==> config.mk <==
export PLATFORM = sky130hd
export DESIGN_NAME = spi_cfg_regfile
export DESIGN_NICKNAME = d
export VERILOG_FILES = /design/src/rtl/spi_cfg_pkg.sv /design/src/rtl/spi_cfg_regfile_spi_pin_sync.sv /design/src/rtl/spi_cfg_regfile.sv
export SDC_FILE = /design/constraint.sdc
export NUM_CORES = 1
export LEC_CHECK = 0
export ABC_CLOCK_PERIOD_IN_PS = 15600
export BUFFER_PORTS_ARGS = -buffer_cell sky130_fd_sc_hd__buf_4
export CAP_MARGIN = 20
export CORE_ASPECT_RATIO = 1.2
export CORE_MARGIN = 1.5
export CORE_UTILIZATION = 50
export CTS_CLUSTER_DIAMETER = 200
export DETAILED_ROUTE_END_ITERATION = 12
export PLACE_DENSITY = 0.69
export SLEW_MARGIN = 25
export SYNTH_ARGS = -nofsm -noshare
export SYNTH_HDL_FRONTEND = slang
export SYNTH_SLANG_ARGS = --single-unit
==> constraint.sdc <==
create_clock -name clk -period 15.6 [get_ports clk]
set_input_delay 1.56 -clock clk [delete_from_list [all_inputs] [get_ports clk]]
set_output_delay 1.56 -clock clk [all_outputs]
set_load 0.05 [all_outputs]
==> src/rtl/spi_cfg_pkg.sv <==
// Shared definitions for the management-SPI configuration register file.
package spi_cfg_pkg;

    localparam logic [7:0] CMD_WRITE = 8'h02;
    localparam logic [7:0] CMD_READ  = 8'h03;

    typedef enum logic [2:0] {
        ST_IDLE,
        ST_CMD,
        ST_ADDR,
        ST_WDATA,
        ST_RDATA,
        ST_IGNORE
    } spi_state_e;

    // STATUS bit positions
    localparam int STAT_CS   = 0;
    localparam int STAT_RD   = 1;
    localparam int STAT_WR   = 2;
    localparam int STAT_PEND = 3;
    localparam int STAT_ERR  = 4;

    // CTRL field positions
    localparam int CTRL_MODE_LSB = 0;
    localparam int CTRL_MODE_W   = 2;
    localparam int CTRL_HOST_SEL = 2;

    // First byte of range r start address (MSB first)
    function automatic int range_start_addr(input int r, input int nb);
        return r * 2 * nb;
    endfunction

    // First byte of range r end address (MSB first)
    function automatic int range_end_addr(input int r, input int nb);
        return r * 2 * nb + nb;
    endfunction

    // CTRL sits right after the range block; RANGE_EN, RANGE_SEL, STATUS follow
    function automatic int ctrl_addr(input int num_ranges, input int nb);
        return 2 * nb * num_ranges;
    endfunction

endpackage

==> src/rtl/spi_cfg_regfile_spi_pin_sync.sv <==
// Synchronises the management SPI pins into clk and derives edge strobes.
module spi_pin_sync #(
    parameter int SYNC_STAGES = 2
) (
    input  logic clk,
    input  logic rst,
    input  logic mgmt_clk,
    input  logic mgmt_cs_n,
    input  logic mgmt_mosi,
    output logic sclk_rise,
    output logic sclk_fall,
    output logic cs_assert,
    output logic cs_release,
    output logic cs_active,
    output logic mosi_s
);

    // Index SYNC_STAGES is a history flop behind the last synchroniser stage,
    // used only for edge detection.
    logic [SYNC_STAGES:0]   clk_pipe;
    logic [SYNC_STAGES:0]   cs_pipe;
    logic [SYNC_STAGES-1:0] mosi_pipe;

    // Synchroniser chains; CS resets to the released level
    always_ff @(posedge clk or posedge rst) begin
        if (rst) begin
            clk_pipe  <= '0;
            cs_pipe   <= '1;
            mosi_pipe <= '0;
        end else begin
            clk_pipe  <= {clk_pipe[SYNC_STAGES-1:0], mgmt_clk};
            cs_pipe   <= {cs_pipe[SYNC_STAGES-1:0], mgmt_cs_n};
            mosi_pipe <= {mosi_pipe[SYNC_STAGES-2:0], mgmt_mosi};
        end
    end

    assign sclk_rise  =  clk_pipe[SYNC_STAGES-1] & ~clk_pipe[SYNC_STAGES];
    assign sclk_fall  = ~clk_pipe[SYNC_STAGES-1] &  clk_pipe[SYNC_STAGES];
    assign cs_assert  = ~cs_pipe[SYNC_STAGES-1]  &  cs_pipe[SYNC_STAGES];
    assign cs_release =  cs_pipe[SYNC_STAGES-1]  & ~cs_pipe[SYNC_STAGES];
    assign cs_active  = ~cs_pipe[SYNC_STAGES-1];
    assign mosi_s     =  mosi_pipe[SYNC_STAGES-1];

endmodule

==> src/rtl/spi_cfg_regfile.sv <==
// Management-SPI configuration register file with shadowed, atomic commit.
module spi_cfg_regfile
    import spi_cfg_pkg::*;
#(
    parameter int NUM_RANGES   = 2,
    parameter int FLASH_ADDR_W = 24,
    parameter int SYNC_STAGES  = 2
) (
    input  logic                               clk,
    input  logic                               rst,
    input  logic                               mgmt_clk,
    input  logic                               mgmt_cs_n,
    input  logic                               mgmt_mosi,
    output logic                               mgmt_miso,
    output logic [NUM_RANGES*FLASH_ADDR_W-1:0] range_start,
    output logic [NUM_RANGES*FLASH_ADDR_W-1:0] range_end,
    output logic [NUM_RANGES-1:0]              range_enable,
    output logic [NUM_RANGES-1:0]              range_flash_select,
    output logic [7:0]                         control_reg,
    output logic [7:0]                         status_reg,
    output logic                               cfg_update
);

    localparam int         NB     = FLASH_ADDR_W / 8;
    localparam int         NRB    = 2 * NB * NUM_RANGES;
    localparam logic [7:0] A_CTRL = 8'(ctrl_addr(NUM_RANGES, NB));
    localparam logic [7:0] A_EN   = A_CTRL + 8'd1;
    localparam logic [7:0] A_SEL  = A_CTRL + 8'd2;
    localparam logic [7:0] A_STAT = A_CTRL + 8'd3;

    logic sclk_rise, sclk_fall, cs_assert, cs_release, cs_active, mosi_s;

    spi_pin_sync #(.SYNC_STAGES(SYNC_STAGES)) u_sync (
        .clk        (clk),
        .rst        (rst),
        .mgmt_clk   (mgmt_clk),
        .mgmt_cs_n  (mgmt_cs_n),
        .mgmt_mosi  (mgmt_mosi),
        .sclk_rise  (sclk_rise),
        .sclk_fall  (sclk_fall),
        .cs_assert  (cs_assert),
        .cs_release (cs_release),
        .cs_active  (cs_active),
        .mosi_s     (mosi_s)
    );

    spi_state_e             state, state_nxt;
    logic [2:0]             bit_cnt;
    logic [6:0]             shift_in;
    logic [7:0]             byte_val, ptr, rd_addr, rd_data, miso_sr;
    logic                   byte_done, is_rd, is_wr, pending, err;
    logic [NRB-1:0][7:0]    rng_sh, rng_cm;
    logic [7:0]             ctrl_sh;
    logic [NUM_RANGES-1:0]  en_sh, sel_sh;

    // cs_active is already low in the release cycle, so a coincident rise is dropped
    assign byte_val  = {shift_in, mosi_s};
    assign byte_done = sclk_rise & cs_active & (bit_cnt == 3'd7);

    // Bit assembly; a released CS discards any partial byte
    always_ff @(posedge clk or posedge rst) begin
        if (rst) begin
            bit_cnt  <= '0;
            shift_in <= '0;
        end else if (!cs_active) begin
            bit_cnt  <= '0;
        end else if (sclk_rise) begin
            bit_cnt  <= bit_cnt + 3'd1;
            shift_in <= byte_val[6:0];
        end
    end

    // FSM state register
    always_ff @(posedge clk or posedge rst) begin
        if (rst) state <= ST_IDLE;
        else     state <= state_nxt;
    end

    // FSM next state; CS release overrides everything
    always_comb begin
        state_nxt = state;
        case (state)
            ST_IDLE:  if (cs_assert) state_nxt = ST_CMD;
            ST_CMD:   if (byte_done)
                          state_nxt = (byte_val == CMD_WRITE || byte_val == CMD_READ) ? ST_ADDR : ST_IGNORE;
            ST_ADDR:  if (byte_done) state_nxt = is_rd ? ST_RDATA : ST_WDATA;
            default:  ;
        endcase
        if (cs_release) state_nxt = ST_IDLE;
    end

    // Live status word
    always_comb begin
        status_reg            = '0;
        status_reg[STAT_CS]   = cs_active;
        status_reg[STAT_RD]   = is_rd;
        status_reg[STAT_WR]   = is_wr;
        status_reg[STAT_PEND] = pending;
        status_reg[STAT_ERR]  = err;
    end

    // Read mux over the committed view. The command bits of STATUS are masked
    // on the wire: an SPI read of STATUS is always a read command, so they
    // carry nothing and would only obscure the cs/pending/err value.
    assign rd_addr = (state == ST_ADDR) ? byte_val : ptr;
    always_comb begin
        rd_data = 8'hFF;
        for (int i = 0; i < NRB; i++)
            if (rd_addr == 8'(i)) rd_data = rng_cm[i];
        if (rd_addr == A_CTRL) rd_data = control_reg;
        if (rd_addr == A_EN)   rd_data = 8'(range_enable);
        if (rd_addr == A_SEL)  rd_data = 8'(range_flash_select);
        if (rd_addr == A_STAT) begin
            rd_data          = status_reg;
            rd_data[STAT_RD] = 1'b0;
            rd_data[STAT_WR] = 1'b0;
        end
    end

    // Transaction datapath: pointer, shadow staging, read loads and atomic commit
    always_ff @(posedge clk or posedge rst) begin
        if (rst) begin
            ptr                <= '0;
            miso_sr            <= '0;
            is_rd              <= 1'b0;
            is_wr              <= 1'b0;
            pending            <= 1'b0;
            err                <= 1'b0;
            cfg_update         <= 1'b0;
            rng_sh             <= '1;
            rng_cm             <= '1;
            ctrl_sh            <= '0;
            en_sh              <= '0;
            sel_sh             <= '0;
            control_reg        <= '0;
            range_enable       <= '0;
            range_flash_select <= '0;
        end else begin
            cfg_update <= 1'b0;
            if (cs_release) begin
                is_rd <= 1'b0;
                is_wr <= 1'b0;
                if (pending) begin
                    rng_cm             <= rng_sh;
                    control_reg        <= ctrl_sh;
                    range_enable       <= en_sh;
                    range_flash_select <= sel_sh;
                    cfg_update         <= 1'b1;
                    pending            <= 1'b0;
                end
            end else if (byte_done) begin
                case (state)
                    ST_CMD: begin
                        is_wr <= (byte_val == CMD_WRITE);
                        is_rd <= (byte_val == CMD_READ);
                    end
                    ST_ADDR: begin
                        if (is_rd) begin
                            miso_sr <= rd_data;
                            ptr     <= byte_val + 8'd1;
                            if (byte_val == A_STAT) err <= 1'b0;
                        end else begin
                            ptr <= byte_val;
                        end
                    end
                    ST_RDATA: begin
                        miso_sr <= rd_data;
                        ptr     <= ptr + 8'd1;
                        if (ptr == A_STAT) err <= 1'b0;
                    end
                    ST_WDATA: begin
                        for (int i = 0; i < NRB; i++)
                            if (ptr == 8'(i)) rng_sh[i] <= byte_val;
                        if (ptr == A_CTRL) ctrl_sh <= byte_val;
                        if (ptr == A_EN)   en_sh   <= byte_val[NUM_RANGES-1:0];
                        if (ptr == A_SEL)  sel_sh  <= byte_val[NUM_RANGES-1:0];
                        if (ptr >= A_STAT) err     <= 1'b1;
                        pending <= 1'b1;
                        ptr     <= ptr + 8'd1;
                    end
                    default: ;
                endcase
            end else if (sclk_fall && state == ST_RDATA) begin
                miso_sr <= {miso_sr[6:0], 1'b0};
            end
        end
    end

    // MISO driver: only shifts out during RDATA, otherwise forced low
    always_ff @(posedge clk or posedge rst) begin
        if (rst)                                   mgmt_miso <= 1'b0;
        else if (cs_release || state != ST_RDATA)  mgmt_miso <= 1'b0;
        else if (sclk_fall)                        mgmt_miso <= miso_sr[7];
    end

    // Unpack committed byte array onto the range buses, MSB byte first
    always_comb begin
        range_start = '0;
        range_end   = '0;
        for (int r = 0; r < NUM_RANGES; r++) begin
            for (int b = 0; b < NB; b++) begin
                range_start[r*FLASH_ADDR_W + (NB-1-b)*8 +: 8] = rng_cm[range_start_addr(r, NB) + b];
                range_end[r*FLASH_ADDR_W + (NB-1-b)*8 +: 8]   = rng_cm[range_end_addr(r, NB) + b];
            end
        end
    end

endmodule

* Word level (Yosys, flattened, before mapping) *
Index checks and enable logic that the tools add are counted.

word-level totals
  bits in latches = 0
  memory bits (writable) = 0
  bits of input ports = 5
  memories = 0
  memory bits (read-only) = 0
  bits in registers = 259

operators by class
  add/sub/neg operators = 3
  $mul = 0
  reductions and logical operators = 39
  order comparisons = 1
  multiplexer cells = 50
  equality and inequality tests = 48
  bitwise gates (word level) = 11
  divide/modulo/power cells = 0
  shift-type cells = 0

operators with widths
  operator                                                            count
  two-way mux 8 bit                                                   21
  == test 8 x 4 -> 1 bit (second input constant)                      17
  AND reduction 4 bit                                                 17
  == test 8 x 3 -> 1 bit (second input constant)                      8
  == test 8 x 2 -> 1 bit (second input constant)                      6
  case mux 8 bit (2 select lines)                                     2
  two-way mux 3 bit                                                   8
  two-way mux 1 bit                                                   17
  adder 8 x 1 -> 8 bit (second input constant)                        2
  == test 8 x 1 -> 1 bit (second input constant)                      2
  logical NOT 8 bit                                                   2
  inequality test 3 bit (second input constant)                       5
  nonzero test 2 bit                                                  7
  case mux 3 bit (3 select lines)                                     1
  greater-or-equal comparator 8 x 4 -> 1 bit (second input constant)  1
  AND reduction 2 bit                                                 4
  AND reduction 7 bit                                                 1
  AND 1 bit                                                           6
  == test 3 x 2 -> 1 bit (second input constant)                      2
  == test 3 bit (second input constant)                               2
  inequality test 2 bit (second input constant)                       3
  inverter 1 bit                                                      5
  nonzero test 4 bit                                                  1
  adder 3 x 1 -> 3 bit (second input constant)                        1
  10 further kinds                                                    11

* Depth between registers and ports, before layout *
Gate-level depths: netlist of the first run.

  depth in word-level cells = 22
  gate-level depth with buffers = 10
  mapped depth without buffers = 8

* By module *
From an unflattened synthesis of the first run, not the netlist that was laid out.

second synthesis, totals
  cells, all modules = 960
  area total of the unflattened synthesis = 12,071.6 µm²

by module, submodules not included
  module           area an instance (µm²)  instances  cells each
  spi_cfg_regfile  11,830.1                1          946
  spi_pin_sync     241.5                   1          14

* Worst setup path after synthesis of the first run *
No wires, ideal clock.

  path type = reg-to-reg
  from = register shift_in[5]
  to = register miso_sr[3]
  period minus slack after synthesis = 2,513 ps
  required time = 15,474 ps
  setup time = 126 ps
  path slack = 13,087 ps
  stages on the path, launching flop included = 10
  arrival time = 2,387 ps
  buffers on the path = 3
  cells stage by stage = dfrtp_1 -> buf_4 -> or4_1 -> clkbuf_2 -> or3_4 -> and2_1 -> buf_4 -> a31oi_4 -> a2111oi_0 -> a221o_1

between the ends
  word-level cells in the longest chain between the ends = 21
  elaborated cells on any way between the ends = 36
  classes of those cells = eq/ne (15); mux (20); reduce/logical (1)

ends and longest elaborated chain
  element                              RTL line                text
  start, declared                      spi_cfg_regfile.sv:49   logic [6:0] shift_in;
  start signal, assigned               spi_cfg_regfile.sv:69   shift_in <= byte_val[6:0];
  two-way mux 8 bit (*)                spi_cfg_regfile.sv:105  assign rd_addr = (state == ST_ADDR) ? byte_val : ptr;
  logical NOT 8 bit                    spi_cfg_regfile.sv:109  if (rd_addr == 8'(i)) rd_data = rng_cm[i];
  two-way mux 8 bit (12 in series)     spi_cfg_regfile.sv:109
  two-way mux 8 bit                    spi_cfg_regfile.sv:110  if (rd_addr == A_CTRL) rd_data = control_reg;
  two-way mux 8 bit                    spi_cfg_regfile.sv:111  if (rd_addr == A_EN) rd_data = 8'(range_enable);
  two-way mux 8 bit                    spi_cfg_regfile.sv:112  if (rd_addr == A_SEL) rd_data = 8'(range_flash_select);
  two-way mux 8 bit (*)                spi_cfg_regfile.sv:113  if (rd_addr == A_STAT) begin
  two-way mux 8 bit                    spi_cfg_regfile.sv:158  if (is_rd) begin
  case mux 8 bit (2 select lines) (*)  spi_cfg_regfile.sv:152  case (state)
  two-way mux 8 bit (*)                spi_cfg_regfile.sv:151  end else if (byte_done) begin
  end signal, assigned                 spi_cfg_regfile.sv:159  miso_sr <= rd_data;
  end signal, assigned                 spi_cfg_regfile.sv:167  miso_sr <= rd_data;
  end signal, assigned                 spi_cfg_regfile.sv:184  miso_sr <= {miso_sr[6:0], 1'b0};
  end, declared                        spi_cfg_regfile.sv:50   logic [7:0] byte_val, ptr, rd_addr, rd_data, miso_sr;

Mark *: on every way between the ends. The rest lies on a longest branch, timed or not. The select of a mux whose other input is x is not followed.
A chain may end at the register's enable or synchronous reset.

* Final worst setup path of the first run *
  from = register shift_in[6]
  to = register miso_sr[3]

The elaborated chain is that of the path after synthesis.

==> out/metrics.csv, run 1 <==
stage,metric,value,unit
cts,cts_root_buffer,clkbuf_16,
routing,ant_nets,0,
cells_and_area,antenna_cells,0,
hold_path,hold_class,reg2reg,
cts,cts_tree,yes,
setup_path,cp.arrival,3.88,ns
cells_and_area,largest_reg_flops,96,
job,maxCapViolCount,0,
sta,setup_viol,0,
global_route,grt_pass1_vias,8365,
setup_path,timing.critical_path.required,16.08,ns
yosys,ys_ff_latch,259,
sta,finalHoldViolCount,0,
yosys,avgSynthCellArea,12.4,µm²
placement,place_congestion,0.949,
floorplan,die_w,145,µm
yosys,synth_top_area_share,42.5,%
sta,fin_setup_tns,0,ns
sta,timing.final.ws_setup,12.21,ns
cts,cts_hold_buffers,0,
cts,ctsResizeCount,0,
sta,clock.fmax,0.295,GHz
global_route,grt_pass1_wl,50600,µm
cells_and_area,areaGrowthSynthToFinish,16.8,%
placement,post-dp-hpwl,22200,µm
cells_and_area,top_register,rng_sh,
yosys,ys.flop_type,dfstp_2,
routing,drt_first_pass_iters,6,
cells_and_area,multi_input_area,4980,µm²
yosys,synth_cell_type_count,73,
setup_path,path_class,reg2reg,
yosys,synth_common_cells,"210 x mux2_2, 195 x dfstp_2, 77 x nand2_1, 64 x dfrtp_1, 43 x a21oi_1",
sta,fin_crit,3.39,ns
cells_and_area,final_layout_size_suffix_gt1_share,54.8,%
cells_and_area,nets,1083,
floorplan,io_pins,123,
yosys,seq_area_frac_synth,55.8,%
floorplan,die_h,173,µm
sta,finalMaxSlewViolations,0,
routing,drc_errors,0,
yosys,syn-cell-area,12000,µm²
yosys,ys_warn_count,0,
routing,routed_wl,32600,µm
sta,max_slew_margin,34.6,%
yosys,synth_area_leader_cell,dfstp_2,
setup_path,crit_path_end_kind,register,
yosys,synth.area.top_cells,"dfstp_2 43%, mux2_2 20%, dfrtp_1 13%",
placement,preCtsSetupSlack,12.36,ns
cts,post_cts_buffers,0,
cts,cts.path.max_buffers,3,
floorplan,die_area,25000,µm²
yosys,ys_async_sr_fraction,100,%
setup_path,worstSetupStartpointType,register,
sta,rsz0062_at_grt,false,
yosys,synth.most_common_cell,mux2_2,
sta,final.period_utilization,21.8,%
routing,drtIter0Drc,697,
cts,cts_max_level,1,
routing,top_layer_used,met4,
power_and_ir_drop,power_density,110,nW/µm²
sta,tightest_slew,0.977,ns
power_and_ir_drop,power_leakage,6.07,nW
yosys,synth_cells,972,
global_route,grt_usage,26.7,%
routing,vias,8462,
floorplan,rows,62,
floorplan,core-area,23800,µm²
cells_and_area,n_fill_cell,1961,
routing,drt-vias-per-instance,6.01,
cts,cts_buffers,26,
cells_and_area,ff_latch_area,6730,µm²
cts,path_clk_slew,0.07,ns
cells_and_area,post-route-util,59.1,%
status,status,finished clean,
floorplan,start_util,50.6,%
setup_path,crit_fanout,17,
global_route,antenna_found_initial,0,
yosys,synth_edf_count,0,
cts,clkLatencyLatePin,0.55,ns
routing,routed-wl-met3,1890,µm
routing,routedWlPerCell,23.2,µm
power_and_ir_drop,ir_drop,69.5,µV
sta,finalClockSkew,0.0202,ns
cts,cts_sinks,259,
placement,portBuffers,119,
global_route,grt_max_degree,130,
routing,met2_length,15900,µm
global_route,overflow,0,
routing,met1_length,13900,µm
final cells by class:
| cell class | instances | area share (%) |
|---|---|---|
| clock buffers | 41 | 5.90 |
| clock inverters | 7 | 0.640 |
| inverters | 16 | 0.480 |
| multi-input cells | 636 | 35.4 |
| flip-flops and latches | 259 | 47.8 |
| well taps | 320 | 2.85 |
| repair buffers | 130 | 6.94 |
placed cells by master (no fill, tap or decap), drive strengths merged, types with 5 or more instances in the layout:
master  synthesis  routed
nand2b          7       7
clkbuf         41      41
a211oi          5       5
o211ai          6       6
inv            16      17
nand2          77      77
o22ai          20      20
nor3           13      13
nand4           7       7
and2            8       8
nor2           38      38
dfstp         195     195
a221oi          6       6
mux2          210     210
and3            8       8
mux2i           6       6
a221o           7       7
dfrtp          64      64
xnor2           5       5
buf            22     130
nor2b           8       8
o21ai          41      41
a22oi          10      10
nand3          28      28
a21oi          44      44
ha              9       9
metal layers:
metal,GRT usage (%),vias to the layer above
li1,-,3741
met1,38.2,4326
met2,42.5,322
met3,3.24,73
met4,8.38,0
met5,0,-
report_power, final:
part           internal, mW  switching (mW)
Clock                 0.398           0.263
Combinational        0.0481           0.125
Sequential            0.689          0.0289
Total                  1.13           0.416
worst max-delay path, cell delays in order, from the launching register on:
cell	delay, ns
dfrtp_1	0.71
nor4_2	0.75
nand3_1	0.29
o22ai_2	0.45
a22oi_1	0.20
a2111oi_0	0.68
a221o_1	0.25
metrics by stage:
stage          hold WS, ns  cell area [µm²]  std cells  power, mW
3_5_place_dp         0.352            13200       1361      0.897
3_3_place_gp         0.336            13100       1361      0.894
2_1_floorplan        0.331            12100        974      0.830
5_1_grt              0.367            14100       1409       1.60
6_report             0.360            14100       1409       1.55
4_1_cts              0.364            14100       1409       1.56
cells by family (layout without fill, tap and decap cells):
group                    after synthesis  in the layout  share of synthesized area [%]
AO/OA/AOI/OAI                        185            185                           10.5
XOR/XNOR                               8              8                          0.582
other                                  1              3                         0.0311
AND/OR/NAND/NOR                      215            215                           9.10
multiplexers                         216            216                           20.1
flip-flops                           259            259                           55.8
adder cells (fa/ha/maj)                9              9                          0.935
buffers and inverters                 79            194                           2.94
worst paths after layout:
path	from	endpoint	slack [ns]	cells after the start
hold / removal	u_sync.clk_pipe[0]$_DFF_PP0_	u_sync.clk_pipe[1]$_DFF_PP0_	0.36	0
min in group asynchronous	rst	cfg_update$_DFF_PP0_	1.26	2
setup / recovery	shift_in[6]$_DFFE_PP0P_	miso_sr[3]$_DFFE_PP0P_	12.21	6
hold reg to reg	u_sync.clk_pipe[0]$_DFF_PP0_	u_sync.clk_pipe[1]$_DFF_PP0_	0.36	0
max in group asynchronous	rst	range_flash_select[1]$_DFFE_PP0P_	12.99	3
setup reg to reg	shift_in[6]$_DFFE_PP0P_	miso_sr[3]$_DFFE_PP0P_	12.21	6
No activity file was read; power rests on OpenSTA's default activity.
==> run 2, diff against run 1 <==
--- a/config.mk
+++ b/config.mk
@@ -5,7 +5,8 @@
 export SDC_FILE = /design/constraint.sdc
 export NUM_CORES = 1
 export LEC_CHECK = 0
-export ABC_CLOCK_PERIOD_IN_PS = 15600
+export ABC_AREA = 1
+export ABC_CLOCK_PERIOD_IN_PS = 3400
 export BUFFER_PORTS_ARGS = -buffer_cell sky130_fd_sc_hd__buf_4
 export CAP_MARGIN = 20
 export CORE_ASPECT_RATIO = 1.2
==> constraint.sdc (replaced) <==
create_clock -name clk -period 3.4 [get_ports clk]
set_input_delay 0.34 -clock clk [delete_from_list [all_inputs] [get_ports clk]]
set_output_delay 0.34 -clock clk [all_outputs]
set_load 0.05 [all_outputs]
==> run 2 against run 1 <==
Net effect: power increased to 4.7 times the previous value; sequential share of layout area increased by 0.63 points; sequential power increased to 4.5 times the previous value; cell count increased by 28%; combinational power increased to 6.5 times the previous value; worst hold slack got worse by 0.030 ns; non-clock buffer count increased by 11; worst setup slack got worse by 12 ns; routed wire length increased by 1.4%; clock-buffer cell count decreased by 3; via count increased by 14%; synthesized cell count increased by 40%; critical path type unchanged; largest cell class unchanged; largest power group unchanged; highest routed layer unchanged.
==> out/metrics.csv, run 2 <==
stage,metric,value,unit,change
status,status,finished clean,,
global_route,grt_util_met2,45.8,%,+3.3 points
global_route,grt_pass1_vias,9255,,+11%
cts,cts_root_buffer,clkbuf_16,,
cells_and_area,post-route-util,60.0,%,+0.97 points
sta,finalMaxSlewViolations,0,,unchanged
global_route,use_met3,3.44,%,+0.20 points
power_and_ir_drop,ir_drop,436,µV,+530%
yosys,ys_ff_latch,259,,unchanged
power_and_ir_drop,power_density,527,nW/µm²,+380%
yosys,synth_cells,1364,,+40%
cts,clkLatencyLatePin,0.53,ns,-0.02 ns
cells_and_area,ff_latch_area,6730,µm²,unchanged
setup_path,crit_fanout,17,,unchanged
sta,clock.fmax,0.359,GHz,+22%
yosys,avgSynthCellArea,8.61,µm²,-31%
floorplan,rows,61,,-1.6%
global_route,grt_pass1_wl,52000,µm,+2.8%
yosys,synth_cell_type_count,49,,-33%
yosys,synth_edf_count,0,,unchanged
floorplan,io_pins,123,,unchanged
sta,fin_crit,2.79,ns,-0.609 ns
setup_path,cpPeakStageDelay,0.50,ns,-0.25 ns
global_route,antenna_found_initial,0,,unchanged
yosys,syn-cell-area,11700,µm²,-2.6%
sta,rsz0062_at_grt,false,,
global_route,grt_max_degree,77,,-41%
global_route,use_met1,38.6,%,+0.44 points
placement,post-dp-hpwl,23000,µm,+3.6%
sta,tightest_slew,0.851,ns,-0.126 ns
sta,final.period_utilization,81.9,%,+60 points
routing,drt-vias-per-instance,5.31,,-12%
floorplan,die_w,143,µm,-1.3%
cts,cts_tree,yes,,
setup_path,crit_chain,"inv_1, nand3_1, nand2_1, nand2_4, nor2_4, nand2_4, nor2_2, nand2_1, nand3_1, nor2_1, nand4_1, nand2_1, nand4_1, nand2_1, nand2_1, nand2_1, nand2_1, nand2_1",,
power_and_ir_drop,power,7.32,mW,+370%
yosys,synth.area.top_cells,"dfstp_2 44%, nand2_1 15%, dfrtp_1 14%",,
setup_path,path_class,reg2reg,,
sta,finalClockSkew,0.0116,ns,-0.00864 ns
routing,routedWlPerCell,18.3,µm,-21%
setup_path,crit_top_cell,nand2_1,,
floorplan,core-area,23100,µm²,-2.9%
setup_path,slowest_stage,inv_1,,
sta,setup_viol,0,,unchanged
yosys,seq_area_frac_synth,57.3,%,+1.5 points
yosys,synth_top_area_share,43.6,%,+1.1 points
cells_and_area,largest_reg_flops,96,,unchanged
cells_and_area,final_common_cell,nand2_1,,
global_route,grt_usage,28.0,%,+1.3 points
job,maxCapViolCount,0,,unchanged
routing,ant_nets,0,,unchanged
floorplan,die_h,171,µm,-1.3%
cells_and_area,multi_input_area,4310,µm²,-14%
routing,drt_first_pass_iters,7,,+1
cts,cts_max_level,1,,unchanged
routing,routed_wl,33100,µm,+1.4%
yosys,ys_async_sr_fraction,100,%,unchanged
routing,drc_errors,0,,unchanged
placement,preCtsSetupSlack,0.701,ns,-11.66 ns
cells_and_area,areaGrowthSynthToFinish,18.3,%,
routing,drtIter0Drc,782,,+12%
cells_and_area,layout_common_cells,"456 x nand2_1, 195 x dfstp_2, 192 x o21ai_0, 135 x buf_4, 101 x inv_1",,
yosys,synth.most_common_cell,nand2_1,,
cells_and_area,top_register,rng_sh,,
setup_path,crit_path_end_kind,register,,
floorplan,die_area,24400,µm²,-2.5%
cells_and_area,n_fill_cell,2077,,+5.9%
cts,path_clk_slew,0.06,ns,about the same
power_and_ir_drop,power_leakage,5.92,nW,-2.5%
setup_path,cp.arrival,3.21,ns,-0.67 ns
cells_and_area,nets,1488,,+37%
sta,timing.final.ws_setup,0.614,ns,-11.59 ns
sta,finalHoldViolCount,0,,unchanged
global_route,overflow,0,,unchanged
hold_path,hold_class,in2async,,
setup_path,timing.critical_path.required,3.82,ns,-12.26 ns
cts,ctsResizeCount,0,,unchanged
setup_path,worstSetupStartpointType,register,,
global_route,grt_busiest_layer,met2,,
cells_and_area,antenna_cells,0,,unchanged
sta,max_slew_margin,43.2,%,+8.6 points
cells_and_area,final_layout_size_suffix_gt1_share,29.0,%,-26 points
cts,cts.path.max_buffers,3,,unchanged
yosys,synth_common_cells,"457 x nand2_1, 195 x dfstp_2, 192 x o21ai_0, 103 x inv_1, 74 x nor2_1",,
placement,place_congestion,0.938,,-1.1%
cts,cts_sinks,259,,unchanged
floorplan,start_util,50.8,%,+0.17 points
yosys,synth_area_leader_cell,dfstp_2,,
cts,post_cts_buffers,0,,unchanged
placement,portBuffers,119,,unchanged
cts,cts_buffers,26,,unchanged
yosys,ys.flop_type,dfstp_2,,
routing,vias,9612,,+14%
yosys,ys_warn_count,0,,unchanged
[run 2: timing repair]
action	4_1_cts	5_1_grt
hold buffers	3	0
endpoints found under the setup margin	0	0
hold endpoints to repair	3	0
[run 2: logic make-up after synthesis]
logic type      synth area share [%]
compound gates                  11.2
simple gates                    24.3
flops                           57.3
fa+ha+maj                      0.959
buf+inv                         6.10
xor+xnor                      0.0746
mux                           0.0959
other cells                   0.0319
[run 2: critical path, delay by kind of cell, from the launching register on]
family	cells	cell delay, ns
buf+inv	1	0.50
flops	1	0.39
simple gates	17	1.77
[run 2: area by class of cell]
class / count / area share, %
Timing Repair Buffer: 141 / 7.95
Clock buffer: 38 / 5.89
Sequential cell: 259 / 48.4
Inverter: 117 / 3.26
Clock inverter: 10 / 0.613
Tap cell: 315 / 2.84
Multi-Input combinational cell: 929 / 31.0
[run 2: per-layer routing]
layer	share of wire, %	up-vias	routed length (µm)
li1	-	4596	-
met1	44	4653	14400
met2	48	299	15900
met3	5.2	64	1710
met4	3.1	0	1040
met5	0	-	0
[run 2: path summary, 6_finish.rpt]
kind                                                from  slack [ns]  depth (start not counted)                       endpoint
max                              shift_in[4]$_DFFE_PP0P_        0.61                         18         miso_sr[4]$_DFFE_PP0P_
min                                                  rst        0.33                          2       range_end[3]$_DFFE_PP1P_
max reg2reg                      shift_in[4]$_DFFE_PP0P_        0.61                         18         miso_sr[4]$_DFFE_PP0P_
min reg2reg                u_sync.mosi_pipe[0]$_DFF_PP0_        0.35                          0  u_sync.mosi_pipe[1]$_DFF_PP0_
max in group asynchronous                            rst        2.52                          3    range_start[16]$_DFFE_PP1P_
min in group clk           u_sync.mosi_pipe[0]$_DFF_PP0_        0.35                          0  u_sync.mosi_pipe[1]$_DFF_PP0_
[run 2: power by group]
group | switching, mW | internal, mW | total, mW
registers | 0.0785 | 3.17 | 3.25
logic | 0.825 | 0.296 | 1.12
clock network | 1.20 | 1.75 | 2.95
total | 2.10 | 5.22 | 7.32
[run 2: through the flow]
step	setup TNS, ns	hold WS, ns	cell area (µm²)	cells
floorplan	-12.44	0.331	11800	1366
global placement	0	0.333	13000	1758
detailed placement	0	0.337	13000	1758
CTS	0	0.347	13900	1809
global route	0	0.364	13900	1809
finish	0	0.330	13900	1809
